[config.mk]
export PLATFORM = sky130hd
export DESIGN_NAME = reg_view_ctrl
export DESIGN_NICKNAME = d
export VERILOG_FILES = /design/src/rtl/reg_view_ctrl.sv
export SDC_FILE = /design/constraint.sdc
export NUM_CORES = 1
export LEC_CHECK = 0
export CAP_MARGIN = 20
export CORE_UTILIZATION = 35
export CTS_CLUSTER_DIAMETER = 40
export DETAILED_ROUTE_END_ITERATION = 10
export GPL_TIMING_DRIVEN = 0
export PLACE_DENSITY = 0.66
export REMOVE_ABC_BUFFERS = 1
export SLEW_MARGIN = 20
export SYNTH_ARGS = -nofsm -noshare
export SYNTH_HDL_FRONTEND = slang
export SYNTH_HIERARCHICAL = 1
export SYNTH_SLANG_ARGS = --single-unit
[constraint.sdc]
create_clock -name clk -period 6.8 [get_ports clk]
set_input_delay 0.68 -clock clk [delete_from_list [all_inputs] [get_ports clk]]
set_output_delay 0.68 -clock clk [all_outputs]
set_load 0.005 [all_outputs]
[src/rtl/reg_view_ctrl.sv]
// Register viewer: debounced next/prev buttons select a CPU register, which is read over the debug
// port on selection change, periodic refresh and reset release; a read that times out shows EEEEEEEE.

module reg_view_debounce #(
    parameter int unsigned CYCLES = 1000000
) (
    input  logic clk,
    input  logic reset,
    input  logic btn_i,
    output logic press_o
);
    localparam int unsigned CW = (CYCLES > 1) ? $clog2(CYCLES) : 1;
    localparam logic [CW-1:0] CNT_LAST = CW'(CYCLES - 1);

    logic          sync1_q;
    logic          sync2_q;
    logic          stable_q;
    logic          press_q;
    logic [CW-1:0] cnt_q;

    always_ff @(posedge clk or posedge reset) begin
        if (reset) begin
            sync1_q  <= 1'b0;
            sync2_q  <= 1'b0;
            stable_q <= 1'b0;
            press_q  <= 1'b0;
            cnt_q    <= '0;
        end else begin
            sync1_q <= btn_i;
            sync2_q <= sync1_q;
            press_q <= 1'b0;
            // Any sample agreeing with the stable level restarts the qualification window.
            if (sync2_q == stable_q) begin
                cnt_q <= '0;
            end else if (cnt_q == CNT_LAST) begin
                stable_q <= sync2_q;
                press_q  <= sync2_q;
                cnt_q    <= '0;
            end else begin
                cnt_q <= cnt_q + CW'(1);
            end
        end
    end

    assign press_o = press_q;
endmodule

module reg_view_ctrl #(
    parameter int unsigned DEBOUNCE_CYCLES = 1000000,
    parameter int unsigned REFRESH_CYCLES  = 10000000,
    parameter int unsigned ACK_TIMEOUT     = 255
) (
    input  logic        clk,
    input  logic        reset,
    input  logic        btn_next,
    input  logic        btn_prev,
    output logic        dbg_req,
    output logic [4:0]  dbg_addr,
    input  logic        dbg_ack,
    input  logic [31:0] dbg_rdata,
    output logic [31:0] disp_value,
    output logic [4:0]  sel_index,
    output logic        disp_err
);
    typedef enum logic {S_IDLE, S_REQ} state_t;

    localparam int unsigned RW = (REFRESH_CYCLES > 1) ? $clog2(REFRESH_CYCLES) : 1;
    localparam logic [RW-1:0] REF_LAST = RW'(REFRESH_CYCLES - 1);
    localparam int unsigned TW = $clog2(ACK_TIMEOUT + 1);
    localparam logic [TW-1:0] TO_LAST = TW'(ACK_TIMEOUT - 1);

    logic          press_next;
    logic          press_prev;
    logic [4:0]    sel_q;
    logic [4:0]    sel_d;
    logic          pending_q;
    logic          pending_d;
    logic          boot_q;
    logic [RW-1:0] ref_cnt_q;
    logic          tick;
    logic          start;
    state_t        state_q;
    logic [TW-1:0] wait_q;
    logic [4:0]    addr_q;
    logic          req_q;
    logic [31:0]   disp_q;
    logic          err_q;

    reg_view_debounce #(.CYCLES(DEBOUNCE_CYCLES)) u_db_next (
        .clk     (clk),
        .reset   (reset),
        .btn_i   (btn_next),
        .press_o (press_next)
    );

    reg_view_debounce #(.CYCLES(DEBOUNCE_CYCLES)) u_db_prev (
        .clk     (clk),
        .reset   (reset),
        .btn_i   (btn_prev),
        .press_o (press_prev)
    );

    always_comb begin
        tick  = (ref_cnt_q == REF_LAST);
        start = (state_q == S_IDLE) && (pending_q || tick || boot_q);

        sel_d = sel_q;
        if (press_next && !press_prev) begin
            sel_d = sel_q + 5'd1;
        end else if (press_prev && !press_next) begin
            sel_d = sel_q - 5'd1;
        end

        // A selection change or refresh that cannot be served now is remembered for the next IDLE.
        pending_d = pending_q;
        if (start) begin
            pending_d = 1'b0;
        end
        if ((sel_d != sel_q) || (tick && (state_q == S_REQ))) begin
            pending_d = 1'b1;
        end
    end

    always_ff @(posedge clk or posedge reset) begin
        if (reset) begin
            sel_q     <= 5'd0;
            pending_q <= 1'b0;
            ref_cnt_q <= '0;
        end else begin
            sel_q     <= sel_d;
            pending_q <= pending_d;
            ref_cnt_q <= tick ? '0 : ref_cnt_q + RW'(1);
        end
    end

    always_ff @(posedge clk or posedge reset) begin
        if (reset) begin
            state_q <= S_IDLE;
            boot_q  <= 1'b1;
            wait_q  <= '0;
            addr_q  <= 5'd0;
            req_q   <= 1'b0;
            disp_q  <= 32'd0;
            err_q   <= 1'b0;
        end else begin
            case (state_q)
                S_IDLE: begin
                    if (start) begin
                        state_q <= S_REQ;
                        boot_q  <= 1'b0;
                        wait_q  <= '0;
                        addr_q  <= sel_q;
                        req_q   <= 1'b1;
                    end
                end
                S_REQ: begin
                    if (dbg_ack) begin
                        state_q <= S_IDLE;
                        req_q   <= 1'b0;
                        disp_q  <= dbg_rdata;
                        err_q   <= 1'b0;
                    end else if (wait_q == TO_LAST) begin
                        state_q <= S_IDLE;
                        req_q   <= 1'b0;
                        disp_q  <= 32'hEEEEEEEE;
                        err_q   <= 1'b1;
                    end else begin
                        wait_q <= wait_q + TW'(1);
                    end
                end
                default: begin
                    state_q <= S_IDLE;
                    req_q   <= 1'b0;
                end
            endcase
        end
    end

    assign dbg_req    = req_q;
    assign dbg_addr   = addr_q;
    assign disp_value = disp_q;
    assign sel_index  = sel_q;
    assign disp_err   = err_q;
endmodule

# Yosys cells after proc, flatten, opt, wreduce, memory -nomap -nowiden
# Cells that the tools add are included.
# classes
n_bitwise	3
addsub	6
reduce_logical	17
muxes	29
eq_ne	11
# op_table
cell	n
$mux W20	4
$mux W32	2
$add A20 B1 Y20 const B	2
$eq A20 B20 Y1 const B	2
$add A24 B1 Y24 const B	1
$eq A24 B24 Y1 const B	1
$mux W24	1
$mux W8	3
$pmux W8 S2	1
$mux W1	14
$mux W5	2
$reduce_and A2 Y1	5
$add A8 B1 Y8 const B	1
$eq A8 B8 Y1 const B	1
$ne A2 B2 Y1 const B	3
$add A5 B1 Y5 const B	1
$ne A5 B5 Y1	1
$sub A5 B1 Y5 const B	1
$logic_and A1 B1 Y1	4
$pmux W1 S2	2
$reduce_bool A2 Y1	2
$logic_or A1 B1 Y1	3
$ne A3 B2 Y1 const B	1
$not A1 Y1	3
3 further kinds	5
# word_totals
out_inout_bits	44
in_bits	37
word_cells	86
reg_bits	127

# Logic depth before layout (Yosys ltp)
# Gate-level depths: netlist of run 1.
# depth
ltp_word	7
depth_mapped	7
mapped_depth_nobuf	6

# Cells and area by module
# Netlist of run 1, hierarchy kept.
# by_module_without_submodules
module	seq_area_each_um2	cells_each	instances	area_per_inst_um2
reg_view_ctrl	1978.1	314	1	3562.2
reg_view_debounce	600.6	108	2	1188.6

# Worst setup path after synthesis of run 1
# No wires, ideal clock.
# synth_timing
path_type	register to register
from	register ref_cnt_q[0]
to	register wait_q[0]
path_buffers	1
t_arrival_ns	1.842
required_ns	6.665
setup_time_ns	0.135
stages_incl_launch_ff	7
synth_period_minus_slack_ns	1.977
setup_slack_ns	4.823
cell_sequence	dfrtp_1 > ha_1 > nand4_1 > or4_1 > buf_4 > o211ai_4 > a31oi_1
# synth_via
elab_chain_len	6
# synth_lines
element	line_no	source
start, declared	79	logic [RW-1:0] ref_cnt_q;
start signal, assigned	132	ref_cnt_q <= tick ? '0 : ref_cnt_q + RW'(1);
$eq A24 B24 Y1	104	tick = (ref_cnt_q == REF_LAST);
$logic_or A1 B1 Y1 (2 in a row)	105	start = (state_q == S_IDLE) && (pending_q || tick || boot_q);
$logic_and A1 B1 Y1	105	
$ne A2 B2 Y1 (no source line)	n/a	
$reduce_and A3 Y1 (no source line)	n/a	
end signal, assigned	168	wait_q <= wait_q + TW'(1);
end, declared	83	logic [TW-1:0] wait_q;
# No other way between the ends.
# A chain may end at the register's enable or synchronous reset.

# Worst setup path after layout of run 1
# layout_timing
from	register state_q
to	register wait_q[3]
# layout_via
elab_chain_len	4
word_cells_on_any_way	7
classes_between	eq/ne (3); mux (1); bitwise (1); reduce/logical (2)
# layout_lines
element	line_no	source
start, declared	82	state_t state_q;
start signal, assigned	138	state_q <= S_IDLE;
start signal, assigned	149	state_q <= S_REQ;
start signal, assigned	158	state_q <= S_IDLE;
$not A1 Y1 (no source line)	n/a	
$logic_and A1 B1 Y1	105	
$ne A2 B2 Y1 (no source line)	n/a	
$reduce_and A3 Y1 (no source line)	n/a	
# Parallel ways exist; a longest one is shown, timed or not.

==> Flow_metrics.wiki, run 1 <==
{| class="wikitable"
! Metric !! Value
|-
| Start point of the worst min-delay path || u_db_next/sync1_q
|-
| Startpoint of the most critical register-to-register path || state_q
|-
| Syn avg cell area || between 10 and 15 um^2
|-
| Gate Count Post-Synth || between 500 and 600
|-
| Slowest cell delay on critical path || ~0.8 ns
|-
| Width of the die || between 100 and 150 um
|-
| Library cells used by synthesis || 56
|-
| Initial core utilization || between 30% and 40%
|-
| Worst Setup SP || state_q
|-
| Sequential cell area in the final layout || 0.00318 mm^2
|-
| Run status || complete, no violations
|-
| Kind of launch point of the worst setup path || flip-flop
|-
| Total grt overflow || 0
|-
| Multi-input logic area || about 0.0026 mm^2
|-
| Initial detailed-routing violation count || between 200 and 300
|-
| Setup clock skew after layout || between 0.007 and 0.008 ns
|-
| Area of the core region || 0.0166 mm^2
|-
| Leakage component of the power || roughly 3.0 nW
|-
| Port bufs || 80
|-
| Setup TNS || 0 ns
|-
| Number of clock sinks || ~130
|-
| Row count || 47
|-
| Clock root buffer master || sky130_fd_sc_hd__clkbuf_16
|-
| Worst-case clock buffer depth || 2
|-
| Sequence of cells on the critical path || nand2_1 > o21ai_2 > or4_1 > o211ai_1
|-
| Max-capacitance violation count || 0
|-
| Clock tree from TritonCTS || built
|-
| Total GRT Usage || between 10 and 15%
|-
| Top_reg_cell synth || sky130_fd_sc_hd__dfrtp_1
|-
| Die area || approximately 0.017 mm^2
|-
| Maximum number of pins on one net before global-route repair || between 60 and 70
|-
| Total Routed Length || approximately 12000 um
|-
| Post-CTS clock slew at the launch and capture registers of the worst setup and hold paths || ~0.060 ns
|-
| Antenna violations before repair || 0
|-
| Filler cell count || ~1500
|-
| Slew at the pin closest to its max-slew limit || slightly below 1 ns
|-
| Top cell type's share of synthesized area || 53.1%
|-
| Max Slew Vio Count || 0
|-
| Number of flip-flops and latches in the synthesized netlist || 127
|-
| Class of the tightest hold or removal check || flip-flop to flip-flop
|-
| Final Hold Fails || 0
|-
| Antenna Cells || 0
|-
| Number of top-level pins || 81
|-
| Peak supply drop || roughly 0.22 mV
|-
| TritonCTS Buffers || 17
|-
| Fraction of layout cells with a size suffix above 1 || a little over a tenth
|-
| Clk_lat worst skew || between 0.4 and 0.5 ns
|-
| Buf/Inv on CP || 0
|-
| Highest fanout seen on the critical path || 28
|-
| Count of TritonRoute iterations in the first routing pass || 4
|-
| Final critical-path share of the clock period || 38.9%
|-
| Average via count per standard cell || between 5 and 6
|-
| Kind of critical path || flip-flop to flip-flop
|-
| Number of synthesis warnings || 6
|-
| Post-DRT Antenna Nets || 0
|-
| Vertical die dimension || between 100 and 150 um
|-
| Ys async rst share || 100%
|-
| Post-CTS setup-driven buffer insertion count || 0
|-
| EDFF count, synth || 0
|-
| Required time of the worst setup path || approximately 7.1 ns
|-
| Final cell utilization of the core || between 40% and 50%
|-
| Setup repair after global routing missed its margin || no
|-
| CP max-delay cell || sky130_fd_sc_hd__nand2_1
|-
| Hold-fix buffer count after cts || 0
|-
| Routability cong. || just under 0.8
|-
| Detailed-route wire length per cell || roughly 14 um
|-
| Power per standard cell area || between 200 and 250 mW/mm^2
|-
| Net count reported at finish || between 600 and 700
|-
| Total standard cell area after synthesis || between 0.005 and 0.006 mm^2
|-
| Number of setup violations in the final report || 0
|-
| Tightest slew margin relative to the limit || a little over a third
|-
| Cell taking the most area after synthesis || sky130_fd_sc_hd__dfrtp_1
|-
| Via count of the first global-routing pass || between 4000 and 5000
|-
| Largest cells by area after synthesis || sky130_fd_sc_hd__dfrtp_1, sky130_fd_sc_hd__xnor2_1, sky130_fd_sc_hd__o22a_1
|-
| Post-route DRC violation count || 0
|-
| Fin crit period || ~2.6 ns
|-
| Count of H-tree levels built during CTS || 4
|-
| Sequential-to-total area share from yosys stat || approximately 54%
|-
| Achievable frequency || about 380 MHz
|-
| Area growth syn-to-layout || 27.3%
|-
| Count of vias placed by the detailed router || 4436
|-
| Worst setup EP type || flip-flop
|-
| DP HPWL || 8660 um
|-
| Resize count post-CTS || 0
|-
| Gate family responsible for the most delay along the worst path || simple AND/OR/NAND/NOR gates
|-
| Signal arrival time at the worst endpoint || 2.97 ns
|-
| Global-route wire length before repair || roughly 21000 um
|}
-- layer usage --
layer,track usage (%),share of wire (%),wire length [um]
met5,0,0,0
met4,6.77,1.6,193
met3,3.31,3.3,412
met2,24.0,48,5950
met1,19.5,47,5770
-- cell usage after synthesis, types with 4 or more instances --
master	count
sky130_fd_sc_hd__dfrtp_1	126
sky130_fd_sc_hd__nor2_1	49
sky130_fd_sc_hd__nand2_1	33
sky130_fd_sc_hd__xnor2_1	29
sky130_fd_sc_hd__o22a_1	24
sky130_fd_sc_hd__nand3_1	22
sky130_fd_sc_hd__xor2_1	20
sky130_fd_sc_hd__a21oi_1	18
sky130_fd_sc_hd__inv_1	17
sky130_fd_sc_hd__nand4_1	15
sky130_fd_sc_hd__o211ai_1	14
sky130_fd_sc_hd__and3_1	12
sky130_fd_sc_hd__nor3_1	11
sky130_fd_sc_hd__a22o_1	10
sky130_fd_sc_hd__o21ai_0	10
sky130_fd_sc_hd__or4_1	9
sky130_fd_sc_hd__and4_1	7
sky130_fd_sc_hd__clkbuf_1	7
sky130_fd_sc_hd__ha_1	7
sky130_fd_sc_hd__and2_1	6
sky130_fd_sc_hd__o31ai_1	6
sky130_fd_sc_hd__mux2_2	4
sky130_fd_sc_hd__mux2i_1	4
sky130_fd_sc_hd__nand3_2	4
sky130_fd_sc_hd__nand4_2	4
sky130_fd_sc_hd__nor2b_1	4
sky130_fd_sc_hd__nor4_1	4
sky130_fd_sc_hd__nor4_2	4
sky130_fd_sc_hd__or3_1	4
-- worst paths after layout --
path	end	slack, ns	cells past startpoint
setup reg to reg	wait_q[3]	4.16	4
setup / recovery	wait_q[3]	4.16	4
hold reg to reg	u_db_next/sync2_q	0.35	0
max in group asynchronous	u_db_next/cnt_q[1]	5.33	2
min in group asynchronous	sel_index[1]	0.65	2
hold / removal	u_db_next/sync2_q	0.35	0
-- area by class of cell --
cell class,count,share of cell area (%)
timing repair buffer,82,11.1
clock buffer,20,6.04
tap,220,3.64
inverter,17,0.877
sequential,127,42.0
clock inverter,12,1.46
multi-input combinational,373,34.9
-- per-stage QoR --
step                      instance area [um^2]  instances  hold WS (ns)  total power, mW  setup slack [ns]
final                                     7560        851         0.346             1.67              4.16
after global routing                      7560        851         0.351             1.73              3.90
after CTS                                 7560        851         0.347             1.69              4.14
after detailed placement                  7000        819         0.335            0.827              3.72
after global placement                    6950        817         0.336            0.824              2.56
after floorplan                           5880        517         0.331            0.796              3.76
-- sequential cells by signal, summed over array words and instances, names as in the netlist, 5 cells and up --
register         cells
u_db_next/cnt_q     20
disp_value          32
dbg_addr             5
wait_q               8
sel_index            5
u_db_prev/cnt_q     20
ref_cnt_q           24
-- cell usage in the layout (no fill, tap or decap), drive strengths merged, types with 12 or more instances in the layout --
master and instances:
inv 20, clkdlybuf4s50 80, o22a 24, xnor2 29
and3 12, o211ai 15, nand4 19, dfrtp 126
xor2 20, nand2 33, nand3 26, nor2 50
a21oi 18, clkbuf 20
-- power breakdown --
group / internal [mW] / switching [mW] / total, mW
clock: 0.523 / 0.331 / 0.854
combinational: 0.0243 / 0.0243 / 0.0486
sequential: 0.760 / 0.00374 / 0.764
-- cell families after synthesis --
logic type	after synthesis	share of synthesized area (%)
simple gates	210	20.9
flops	127	53.5
compound gates	97	12.8
xor+xnor	49	7.23
buf+inv	30	2.15
mux	10	1.94
fa+ha+maj	7	1.47
(Power assumes the default switching activity.)
==> run 2, diff against run 1 <==
- clock period: 6.8 -> 2.75 ns (I/O delays scaled with it)
==> Flow_metrics.wiki, run 2 (synthesis gave the netlist of run 1 again) <==
{| class="wikitable"
! Metric !! Value
|-
| Run status || complete, no violations
|-
| Antenna violations before repair || 0
|-
| Most frequent standard cell in the layout excluding fill and tap cells || sky130_fd_sc_hd__dfrtp_1
|-
| Routability cong. || 0.792
|-
| Tightest slew margin relative to the limit || between 30% and 40%
|-
| Clock root buffer master || sky130_fd_sc_hd__clkbuf_16
|-
| Final critical-path share of the clock period || 88.0%
|-
| Worst setup EP type || flip-flop
|-
| Via count of the first global-routing pass || about 4400
|-
| Post-DRT Antenna Nets || 0
|-
| Setup repair after global routing missed its margin || no
|-
| Count of vias placed by the detailed router || roughly 4400
|-
| Number of top-level pins || between 80 and 90
|-
| Switching share of total power || between 20% and 30%
|-
| Worst-case clock buffer depth || 2
|-
| Maximum number of pins on one net before global-route repair || 63
|-
| Average via count per standard cell || around 5.2
|-
| Fraction of layout cells with a size suffix above 1 || a little over a tenth
|-
| Post-CTS clock slew at the launch and capture registers of the worst setup and hold paths || about 0.060 ns
|-
| Total grt overflow || 0
|-
| Post-Place Setup Slack || about 0.079 ns
|-
| Total GRT Usage || between 10 and 15%
|-
| Net switching power || 0.890 mW
|-
| Largest register FFs || 32
|-
| Final Hold Fails || 0
|-
| Achievable frequency || 413 MHz
|-
| Leakage component of the power || 3.02 nW
|-
| Initial core utilization || a little over a third
|-
| DP HPWL || approximately 8700 um
|-
| Signal arrival time at the worst endpoint || 2.70 ns
|-
| TritonCTS Buffers || 17
|-
| Highest fanout seen on the critical path || 9
|-
| Slew at the pin closest to its max-slew limit || around 0.96 ns
|-
| Required time of the worst setup path || a little over 3 ns
|-
| Power per standard cell area || about 540 mW/mm^2
|-
| Initial detailed-routing violation count || between 200 and 300
|-
| Total Routed Length || about 12000 um
|-
| Number of clock sinks || around 130
|-
| Setup TNS || 0 ns
|-
| Area of the core region || about 0.017 mm^2
|-
| Dpl cell area || approximately 0.007 mm^2
|-
| Final total power || 4.12 mW
|-
| Count of H-tree levels built during CTS || 4
|-
| Row count || 47
|-
| Filler cell count || 1517
|-
| Post-route non-filler standard cell count || around 850
|-
| Detailed-route wire length per cell || about 15 um
|-
| Die area || around 0.017 mm^2
|-
| Max Slew Vio Count || 0
|-
| Commonest cells after routing, fill and taps aside || sky130_fd_sc_hd__dfrtp_1, sky130_fd_sc_hd__clkdlybuf4s50_1, sky130_fd_sc_hd__nor2_1, sky130_fd_sc_hd__nand2_1, sky130_fd_sc_hd__xnor2_1
|-
| Vertical die dimension || 132 um
|-
| Final cell utilization of the core || between 40% and 50%
|-
| Kind of critical path || flip-flop to flip-flop
|-
| Cell count after placement || between 800 and 900
|-
| Clock power frac || between 50% and 60%
|-
| Count of TritonRoute iterations in the first routing pass || 4
|-
| Minimum setup slack in the final design || 0.329 ns
|-
| Internal Power || around 3.2 mW
|-
| Clock tree from TritonCTS || built
|-
| Max-capacitance violation count || 0
|-
| Fin crit period || around 2.4 ns
|-
| Global-route wire length before repair || 21300 um
|-
| Sequential fraction of design power || 45.8%
|-
| Number of setup violations in the final report || 0
|-
| Antenna Cells || 0
|-
| Net count reported at finish || approximately 660
|-
| Post-route cell area || 0.00757 mm^2
|-
| Peak supply drop || roughly 0.54 mV
|-
| Area growth syn-to-layout || 27.4%
|-
| Clk_lat worst skew || 0.42 ns
|-
| Combinational group share of total power || under 10%
|-
| Post-route DRC violation count || 0
|-
| Post-CTS setup-driven buffer insertion count || 0
|-
| Cells on worst reg2reg path || 5
|-
| Setup clock skew after layout || just over 0.008 ns
|-
| Hold-fix buffer count after cts || 0
|-
| Class of the tightest hold or removal check || input port to asynchronous set/reset pin
|-
| Width of the die || 132 um
|-
| Kind of launch point of the worst setup path || flip-flop
|-
| Worst hold slack after final layout || ~0.25 ns
|-
| Port bufs || 80
|}
run 2: cell types whose count changed in the layout (fill, tap and decap cells not counted):
| cell | previous run | this run |
|---|---|---|
| sky130_fd_sc_hd__nand2_2 | 0 | 1 |
| sky130_fd_sc_hd__nand2_1 | 33 | 32 |
run 2: worst max-delay path, cell delays in order, from the launching register on:
cell	delay, ns
sky130_fd_sc_hd__dfrtp_1	0.39
sky130_fd_sc_hd__ha_1	0.25
sky130_fd_sc_hd__nand4_1	0.33
sky130_fd_sc_hd__or4_1	0.84
sky130_fd_sc_hd__o211ai_4	0.34
sky130_fd_sc_hd__a31oi_1	0.14
run 2: path summary, 6_finish.rpt:
path	endpoint	start	slack, ns
min in group clk	u_db_next/sync1_q	btn_next	0.31
setup reg to reg	wait_q[0]	ref_cnt_q[0]	0.33
max in group asynchronous	u_db_next/cnt_q[1]	reset	1.68
hold reg to reg	u_db_next/sync2_q	u_db_next/sync1_q	0.35
hold / removal	sel_index[1]	reset	0.25
setup / recovery	wait_q[0]	ref_cnt_q[0]	0.33
run 2: layout make-up:
class	count	area, um^2	area share (%)
Timing Repair Buffer	82	840	11.1
Tap cell	220	275	3.64
Clock buffer	20	457	6.04
Multi-Input combinational cell	373	2640	34.9
Clock inverter	12	110	1.46
Inverter	17	66.3	0.876
Sequential cell	127	3180	42.0
run 2: power by group through the flow:
stage | registers [mW] | logic, mW | clock network (mW)
4_1_cts | 1.89 | 0.125 | 2.16
6_report | 1.89 | 0.120 | 2.11
5_1_grt | 1.89 | 0.136 | 2.25
2_1_floorplan | 1.92 | 0.0488 | 0
3_3_place_gp | 1.92 | 0.116 | 0
3_5_place_dp | 1.92 | 0.124 | 0
run 2: metal layers:
| layer | vias to the layer above | track usage [%] | share of wire [%] | routed length, um |
|---|---|---|---|---|
| met5 | - | 0 | 0 | 0 |
| met4 | 0 | 6.77 | 1.6 | 199 |
| met3 | 20 | 3.31 | 3.3 | 409 |
| met2 | 74 | 24.0 | 48 | 5950 |
| met1 | 2219 | 19.5 | 47 | 5780 |
| li1 | 2136 | - | - | - |
run 2: timing repair:
| item | CTS | global route |
|---|---|---|
| endpoints found under the setup margin | 0 | 18 |
| gates resized for setup | 0 | 1 |
| hold endpoints to repair | 0 | 0 |
==> run 3, diff against run 2 <==
- CORE_MARGIN: default -> 2
- CORE_UTILIZATION: 35 -> 33
- PLACE_DENSITY: 0.66 -> 0.64
==> Flow_metrics.wiki, run 3 (synthesis gave the netlist of run 1 again) <==
{| class="wikitable"
! Metric !! Value
|-
| Width of the die || ~140 um
|-
| Clk_lat worst skew || about 0.42 ns
|-
| Setup TNS || 0 ns
|-
| Post-route cell area || 0.00766 mm^2
|-
| Area growth syn-to-layout || 29.0%
|-
| Tightest slew margin relative to the limit || around 36%
|-
| Cell count after placement || roughly 830
|-
| Total GRT Usage || 13.8%
|-
| Filler cell count || approximately 1600
|-
| Number of top-level pins || 81
|-
| Maximum number of pins on one net before global-route repair || 63
|-
| Post-Place Setup Slack || approximately 0.034 ns
|-
| Antenna Cells || 0
|-
| Final critical-path share of the clock period || about 86%
|-
| Port bufs || 80
|-
| CP max-delay cell || sky130_fd_sc_hd__or4_1
|-
| Die area || around 0.019 mm^2
|-
| Commonest cells after routing, fill and taps aside || sky130_fd_sc_hd__dfrtp_1, sky130_fd_sc_hd__clkdlybuf4s50_1, sky130_fd_sc_hd__nor2_1, sky130_fd_sc_hd__nand2_1, sky130_fd_sc_hd__xnor2_1
|-
| Class of the tightest hold or removal check || input port to asynchronous set/reset pin
|-
| Slowest cell delay on critical path || just over 0.8 ns
|-
| Signal arrival time at the worst endpoint || 2.65 ns
|-
| Achievable frequency || about 420 MHz
|-
| DP HPWL || just under 9000 um
|-
| Global-route wire length before repair || 21800 um
|-
| Antenna violations before repair || 0
|-
| Area of the core region || 0.0178 mm^2
|-
| Fraction of layout cells with a size suffix above 1 || a little over a tenth
|-
| Post-CTS clock slew at the launch and capture registers of the worst setup and hold paths || ~0.060 ns
|-
| Worst-case clock buffer depth || 2
|-
| Average via count per standard cell || approximately 5.1
|-
| Final cell utilization of the core || 43.1%
|-
| Minimum setup slack in the final design || approximately 0.38 ns
|-
| Max Slew Vio Count || 0
|-
| Peak supply drop || just under 0.5 mV
|-
| Sequence of cells on the critical path || ha_1 > nand4_1 > or4_1 > o211ai_4 > a31oi_1
|-
| Via count of the first global-routing pass || ~4500
|-
| Run status || complete, no violations
|-
| Kind of critical path || flip-flop to flip-flop
|-
| Net count reported at finish || ~660
|-
| Number of clock sinks || between 100 and 150
|-
| Setup clock skew after layout || approximately 0.0098 ns
|-
| Slew at the pin closest to its max-slew limit || 0.951 ns
|-
| TritonCTS Buffers || 17
|-
| Cells on worst reg2reg path || 5
|-
| Number of setup violations in the final report || 0
|-
| Fin crit period || between 2 and 2.5 ns
|-
| Most frequent standard cell in the layout excluding fill and tap cells || sky130_fd_sc_hd__dfrtp_1
|-
| Reg-to-reg critical path endpoint || wait_q[0]
|-
| Startpoint of the most critical register-to-register path || ref_cnt_q[0]
|-
| Setup repair after global routing missed its margin || no
|-
| Worst setup EP type || flip-flop
|-
| Count of vias placed by the detailed router || ~4400
|-
| Highest fanout seen on the critical path || 9
|-
| Kind of launch point of the worst setup path || flip-flop
|-
| Final Hold Fails || 0
|-
| Count of H-tree levels built during CTS || 4
|-
| Required time of the worst setup path || just over 3 ns
|-
| Total Routed Length || approximately 13000 um
|-
| Routability cong. || around 0.79
|-
| Count of TritonRoute iterations in the first routing pass || 4
|-
| Leakage component of the power || about 3.1 nW
|-
| Row count || 49
|-
| Vertical die dimension || roughly 140 um
|-
| Largest register FFs || 32
|-
| Initial core utilization || approximately 33%
|-
| Detailed-route wire length per cell || between 10 and 15 um
|-
| Internal reg-to-reg setup slack || approximately 0.38 ns
|-
| Max-capacitance violation count || 0
|-
| Initial detailed-routing violation count || roughly 340
|-
| Dpl cell area || around 0.0070 mm^2
|-
| Post-route non-filler standard cell count || between 800 and 900
|-
| Post-DRT Antenna Nets || 0
|-
| Post-CTS setup-driven buffer insertion count || 0
|-
| Clock tree from TritonCTS || built
|-
| Power per standard cell area || around 580 mW/mm^2
|-
| Clock root buffer master || sky130_fd_sc_hd__clkbuf_16
|-
| Total grt overflow || 0
|-
| Post-route DRC violation count || 0
|}
-- run 3: cell types whose count changed in the layout (fill, tap and decap cells not counted), sizes merged --
| cell | before | now |
|---|---|---|
| inv | 20 | 19 |
| clkinv | 4 | 3 |
| bufinv | 1 | 5 |
| clkinvlp | 4 | 2 |
| clkbuf | 20 | 19 |
-- run 3: power breakdown --
part / switching, mW / total, mW / internal (mW)
Combinational: 0.0604 / 0.120 / 0.0599
Clock: 0.810 / 2.44 / 1.63
Sequential: 0.00907 / 1.89 / 1.88
-- run 3: repair_timing --
action	4_1_cts	5_1_grt
hold buffers	0	0
gates resized for setup	0	1
setup endpoints to repair	0	9
-- run 3: final cells by class --
class / count / area [um^2] / share of cell area, %
inverter: 17 / 66.3 / 0.865
clock buffer: 19 / 443 / 5.78
timing repair buffer: 82 / 840 / 11.0
clock inverter: 12 / 209 / 2.73
sequential: 127 / 3180 / 41.5
multi-input combinational: 373 / 2640 / 34.4
tap: 229 / 287 / 3.74
-- run 3: worst max path at each step --
stage,start,end,slack [ns],depth (start not counted)
CTS,state_q,wait_q[4],0.06,4
detailed placement,dbg_ack,wait_q[4],0.03,5
global route,ref_cnt_q[0],wait_q[0],0.21,5
finish,ref_cnt_q[0],wait_q[0],0.38,5
global placement,state_q,wait_q[2],-1.19,4
floorplan,state_q,wait_q[2],-0.29,4
-- run 3: through the flow --
stage | power, mW | hold WS [ns]
2_1_floorplan | 1.97 | 0.290
3_3_place_gp | 2.04 | 0.337
3_5_place_dp | 2.05 | 0.335
4_1_cts | 4.52 | 0.258
5_1_grt | 4.63 | 0.283
6_report | 4.45 | 0.276
-- run 3: per-layer routing --
metal / share of wire (%) / global-route usage (%) / vias up
met5: 0 / 0 / -
met4: 1.3 / 4.83 / 0
met3: 3.4 / 3.71 / 14
met2: 51 / 22.9 / 76
met1: 45 / 17.4 / 2205
li1: - / - / 2128
-- run 3: critical path: cells and delay by family (launching register included) --
kind,cells,cell delay (ns)
and+or+nand+nor,2,1.15
AOI/OAI and AO/OA,2,0.45
DFF,1,0.39
adders and majority gates,1,0.24
==> variant (flow settings as in run 3) <==
Put one more register stage on the output `dbg_addr`, cleared by the reset. The value now appears one clock later. The other outputs are not delayed to match.
--- a/src/rtl/reg_view_ctrl.sv
+++ b/src/rtl/reg_view_ctrl.sv
@@ -179,3 +179,9 @@
     assign dbg_req    = req_q;
-    assign dbg_addr   = addr_q;
+    always_ff @(posedge clk or posedge reset) begin
+        if (reset) begin
+            dbg_addr <= '0;
+        end else begin
+            dbg_addr <= addr_q;
+        end
+    end
     assign disp_value = disp_q;
Formal check against the unedited RTL: no difference found for any inputs over 10 cycles, from zero or initial values and one cycle with reset high; that may be too few to reach the edited logic, so the function may still have changed.
==> variant against run 3 <==
- area after synthesis increased by 1.3%
- final area rose by 1.3%
- routed wire length increased by 2.0%
- sequential cell count is 5 higher
- power up 5.4%
- non-clock buffer count down 1
- worst setup slack improved by 0.033 ns
==> variant: results (changes against run 3) <==
metric,value,unit,change
Pleak,3.19,nW,was 3.06 nW
Reg2Reg Setup Slack,0.41,ns,was 0.38 ns
r2r worst-path depth,4,,was 5
Synth Area in XOR/XNOR,7.71,%,was 7.23%
status,"finished, final reports clean",,unchanged
GRT Overall Usage,13.8,%,about the same
critical path's top delay family,compound AO/OA/AOI/OAI gates,,was simple AND/OR/NAND/NOR gates
"Slowest-stage cell, CP",o31ai_2,,was or4_1
post-synthesis mux area share,1.68,%,was 1.94%
worst path arrival time,2.60,ns,was 2.65 ns
Net Switching,895,uW,was 879 uW
Mean Syn Cell Area,11.4,um^2,was 11.2 um^2
commonest cells in the netlist,"dfrtp_1, nor2_1, nand2_1",,unchanged
Unique masters post-synth,63,,was 56
RD Place Congestion,0.820,,was 0.792
DP Area,0.00707,mm^2,was 0.00701 mm^2
crit-path max cell delay,0.80,ns,was 0.82 ns
average wire per standard cell,15.0,um,was 14.6 um
maximum vdd drop,0.000360,V,was 0.000487 V
Area contributors post-synth,"dfrtp_1, xnor2_1, o22a_1, xor2_1, nor2_1",,"was dfrtp_1, xnor2_1, o22a_1, nor2_1, xor2_1"
total placed cells including tap cells,824,,was 828
initial drt markers,310,,was 335
largest net degree at the start of global routing,56,,was 63
vias per cell,5.10,,was 5.15
Fin Clk Skew,0.00634,ns,was 0.00984 ns
post-synthesis sequential area ratio,54.9,%,was 53.5%
[variant: changes by cell type after synthesis, sizes merged, moves of 4 or more]
cell,delta
dfrtp,+5
nand2,+4
o211ai,-10
o22ai,+4
o311ai,+5
[variant: cell type report]
class                      instances  area, um^2
clock buffer                      25         526
multi-input combinational        366        2590
sequential                       132        3300
fill                            1631       10100
timing repair buffer              81         828
tap                              229         287
inverter                          16        62.6
clock inverter                     7         164
[variant: worst min path at each step]
stage | from | slack [ns] | to
global placement | u_db_prev/sync1_q | 0.33 | u_db_prev/sync2_q
CTS | reset | 0.29 | sel_index[1]
finish | reset | 0.27 | sel_index[1]
detailed placement | u_db_prev/sync1_q | 0.34 | u_db_prev/sync2_q
floorplan | reset | 0.29 | u_db_next/cnt_q[0]
global route | btn_prev | 0.29 | u_db_prev/sync1_q
[variant: layer usage]
layer	wire [um]	share of wire (%)	track usage [%]
met5	0	0	0
met4	301	2.3	6.27
met3	414	3.2	3.49
met2	6150	48	21.8
met1	5950	46	17.9
